**src/rtl/regfile_read_ports.sv**
```systemverilog
// Register file with NREG entries of WIDTH bits and two independent registered read ports.
// Reads see same-cycle writes through a bypass; register ZERO_REG always reads as zero.
module regfile_read_ports #(
    parameter int WIDTH    = 64,
    parameter int NREG     = 32,
    parameter int ZERO_REG = 31,
    localparam int AW      = $clog2(NREG)
) (
    input  logic             clk,
    input  logic             reset,
    input  logic             wr_en,
    input  logic [AW-1:0]    wr_addr,
    input  logic [WIDTH-1:0] wr_data,
    input  logic             rd_en_a,
    input  logic [AW-1:0]    rd_addr_a,
    output logic [WIDTH-1:0] rd_data_a,
    output logic             rd_valid_a,
    input  logic             rd_en_b,
    input  logic [AW-1:0]    rd_addr_b,
    output logic [WIDTH-1:0] rd_data_b,
    output logic             rd_valid_b
);

    localparam logic [AW-1:0] ZERO_IDX = ZERO_REG[AW-1:0];

    logic [WIDTH-1:0] regs [NREG];
    logic [WIDTH-1:0] opnd_a;
    logic [WIDTH-1:0] opnd_b;

    // Storage: enable-gated flops; the zero register is never written.
    always_ff @(posedge clk or negedge reset) begin
        if (!reset) begin
            // NOTE: every entry is cleared on reset, so the array must stay as flops rather than a RAM macro.
            for (int i = 0; i < NREG; i++) begin
                regs[i] <= '0;
            end
        end else if (wr_en && (wr_addr != ZERO_IDX)) begin
            regs[wr_addr] <= wr_data;
        end
    end

    // Operand selection: zero register first, then same-cycle write bypass, then stored value.
    always_comb begin
        // NOTE: defaults are assigned first with blocking '=' so no path leaves an output unassigned (no latch).
        opnd_a = regs[rd_addr_a];
        if (rd_addr_a == ZERO_IDX) begin
            opnd_a = '0;
        end else if (wr_en && (wr_addr == rd_addr_a)) begin
            opnd_a = wr_data;
        end
    end

    always_comb begin
        opnd_b = regs[rd_addr_b];
        if (rd_addr_b == ZERO_IDX) begin
            opnd_b = '0;
        end else if (wr_en && (wr_addr == rd_addr_b)) begin
            opnd_b = wr_data;
        end
    end

    // Read data holds its last value when no read is requested; only valid drops.
    always_ff @(posedge clk or negedge reset) begin
        if (!reset) begin
            rd_data_a  <= '0;
            rd_valid_a <= 1'b0;
        end else begin
            rd_valid_a <= rd_en_a;
            if (rd_en_a) begin
                rd_data_a <= opnd_a;
            end
        end
    end

    always_ff @(posedge clk or negedge reset) begin
        if (!reset) begin
            rd_data_b  <= '0;
            rd_valid_b <= 1'b0;
        end else begin
            rd_valid_b <= rd_en_b;
            if (rd_en_b) begin
                rd_data_b <= opnd_b;
            end
        end
    end

endmodule

```
**config.mk**
```make
export PLATFORM = sky130hd
export DESIGN_NAME = regfile_read_ports
export DESIGN_NICKNAME = d
export VERILOG_FILES = /design/src/rtl/regfile_read_ports.sv
export SDC_FILE = /design/constraint.sdc
export NUM_CORES = 2
export LEC_CHECK = 0
export CAP_MARGIN = 20
export CORE_MARGIN = 4
export CORE_UTILIZATION = 60
export CTS_CLUSTER_DIAMETER = 100
export DETAILED_ROUTE_END_ITERATION = 10
export MAX_ROUTING_LAYER = met4
export PLACE_DENSITY_LB_ADDON = 0.3
export SLEW_MARGIN = 20
export SYNTH_ARGS = -nofsm -noshare
export SYNTH_HDL_FRONTEND = slang
export SYNTH_SLANG_ARGS = --single-unit
```
**constraint.sdc**
```tcl
create_clock -name clk -period 4.8 [get_ports clk]
set_input_delay 0.72 -clock clk [delete_from_list [all_inputs] [get_ports clk]]
set_output_delay 0.72 -clock clk [all_outputs]
set_load 0.01 [all_outputs]
```
==> metrics.md <==
| Metric | Value |
|---|---|
| Worst Skew | `0.03873 ns` |
| Post-layout min period | `between 2 and 3 ns` |
| Syn Area/Cell | `between 10 and 15 um^2` |
| Placed inst area | `118000 um^2` |
| CORE AREA | `188000 um^2` |
| Clock Latency Late Sink | `0.87 ns` |
| GRT overflow | `0` |
| Unrepaired setup endpoints after global routing | `false` |
| Slew headroom | `0.1620` |
| Filler cells | `12946` |
| Drt via density | `7.433` |
| Clock Tree Buf Depth | `3` |
| Die Ht | `443.1 um` |
| Detailed Route WL | `366600 um` |
| Placed cells | `9867` |
| Number of port buffers | `213` |
| Worst-Margin Slew | `1.257 ns` |
| NumNets Final | `~7700` |
| Commonest non-fill, non-tap cell in the layout | `dfrtp_1` |
| Remaining DRCs | `0` |
| Max Transition Viols Final | `0` |
| Worst EP arrival | `3.68 ns` |
| Fmax | `345.9 MHz` |
| Pwr/cell area | `423.0 nW/um^2` |
| Hold Fails Final Rpt | `0` |
| Crit. End Element | `flip-flop` |
| Ys Warns | `0` |
| Clock Sinks | `roughly 2200` |
| Power, Total | `53.13 mW` |
| DR iter-0 viols | `9399` |
| Gate count of the mapped netlist | `7828` |
| Router iterations before antenna repair | `5` |
| Synth cell types | `49` |
| Met2 routed WL | `170800 um` |
| First-pass GRT wire length | `between 500000 and 600000 um` |
| Hold crit path type | `reg -> reg` |
| Postcts setup bufs | `0` |
| Setup-failing EPs final | `0` |
| Io pins | `214` |
| Seq/Total Area, Yosys | `0.4798` |
| CTS H-tree lvls | `4` |
| Global placement routability congestion | `approximately 0.85` |
| Setup TNS Final | `0 ns` |
| CP required | `5.59 ns` |
| LEAKAGE | `roughly 56 nW` |
| Final period util | `0.6022` |
| Post-route cell area | `125600 um^2` |
| Top FF cell, synth | `dfrtp_1` |
| Crit path launch type | `input pin` |
| Final ANT Viol Nets | `0` |
| Initial antenna violation count | `27` |
| Top cells by area, synth | `dfrtp_1 48%, mux2_2 19%, mux4_2 14%` |
| Met3 Routed Length | `36100 um` |
| Worst setup margin | `1.909 ns` |
| Mapped Nets | `between 7000 and 8000` |
| Num rows | `between 150 and 200` |
| Overall routing resource usage | `0.3825` |
| Setup CP Type | `in -> reg` |
| Post-DP HPWL | `204300 um` |
| Max Cap Violations | `0` |
| Clk pin slew, worst setup/hold paths | `0.06 ns` |
| Post-DR wirelength/cell | `35.59 um` |
| EDFF count, synth | `0` |
| Finished Layout Cells | `10300` |
| Synth top area share | `0.4798` |
| Share of layout cells above drive strength 1 | `0.4273` |
| Largest net degree at the start of global routing | `179` |
| Crit-path max FO | `46` |
| Vias in the first global route | `78913` |
| Syn Std Cell Area | `113600 um^2` |
| Ys async rst share | `1.000` |
| Pre-CTS setup slack | `1.230 ns` |
| CTS tree | `done` |
| Root buffer cell | `clkbuf_16` |
| Flops & latches, synth | `2178` |
| Die area | `approximately 200000 um^2` |
| Biggest area consumer among synthesized cells | `dfrtp_1` |
| Most frequent cells in the layout | `2178 x dfrtp_1, 1905 x mux2_2, 768 x mux2i_1` |
| Routed metal-1 wirelength | `around 140000 um` |
| Vias | `76555` |
| Inserted Clock Buffers | `between 200 and 250` |
| Die W | `between 400 and 500 um` |
| Status | `complete, no violations` |
| Layout Area Growth over Synthesis | `10.58%` |
| Maximum VDD drop | `0.0003539 V` |
| DR top layer | `met4` |
| Starting density of the core | `0.6042` |
-- state kept, by name, summed over array words and instances, names as in the netlist --
register    cells
regs         2048
rd_valid_b      1
rd_data_a      64
rd_valid_a      1
rd_data_b      64
-- layout make-up --
class,instances,area [um^2],share of cell area
diodes,22,55.05,0.0004383
clock buffers,325,6636,0.05283
clock inverters,84,1100,0.008756
inverters,2,10.01,0.00007969
multi-input cells,4753,55330,0.4405
flip-flops and latches,2178,54500,0.4339
well taps,2495,3122,0.02485
repair buffers,441,4853,0.03864
-- per-stage QoR --
stage               hold WS (ns)  utilization
CTS                       0.3984       0.6687
global route              0.4032       0.6681
detailed placement        0.3866       0.6274
global placement          0.3800       0.6274
finish                    0.4012       0.6681
floorplan                 0.4244            -
-- synthesized netlist by cell type (all sizes together) (69+ instances only) --
| cell type | number |
|---|---|
| a22o | 73 |
| a211oi | 140 |
| o21ai | 115 |
| mux2 | 2006 |
| o221ai | 93 |
| a22oi | 199 |
| clkbuf | 529 |
| mux2i | 768 |
| buf | 366 |
| a21oi | 219 |
| dfrtp | 2178 |
| mux4 | 713 |
| o22ai | 113 |
| a21o | 69 |
-- cells by family (layout without fill, tap and decap cells) --
kind of cell	count (synthesis)	after routing	synth area share
other	0	22	0
muxes	3487	3487	0.4079
DFF	2178	2178	0.4798
AOI/OAI and AO/OA	1090	1090	0.06656
and+or+nand+nor	166	166	0.008504
xor gates and xnor gates	10	10	0.0007710
buffers and inverters	897	852	0.03647
-- critical path, stage by stage --
cell             delay, ns
clkdlybuf4s50_1       0.58
xnor2_1               0.29
nand4_1               0.29
nor4b_2               0.38
buf_4                 0.99
a22o_1                0.26
a21o_1                0.10
-- power breakdown --
group	switching (mW)	leakage (nW)	internal, mW	total (mW)
combinational	4.29	23.9	6.03	10.3
sequential	2.75	27.9	21.8	24.6
clock	7.58	3.82	10.7	18.3
-- timing repair --
item                                   in CTS  in global routing
resized for setup                           0                  0
endpoints found under the hold margin      44                  0
hold buffers                                1                  0
-- final timing paths --
path | start | end | slack, ns | cells after the start
setup / recovery | wr_addr[0] | rd_data_a[19] | 1.91 | 7
hold / removal | regs[15] | regs[15] | 0.40 | 0
setup reg to reg | regs[1591] | rd_data_b[55] | 2.42 | 5
hold reg to reg | regs[15] | regs[15] | 0.40 | 0
max in group asynchronous | reset | regs[1669] | 2.87 | 4
min in group asynchronous | reset | regs[1844] | 0.45 | 2
-- routing by layer --
metal	up-vias	track usage
met5	-	-
met4	0	0.2127
met3	1208	0.08352
met2	4714	0.5760
met1	40866	0.4865
li1	29767	-
No activity file was read; power rests on OpenSTA's default activity.
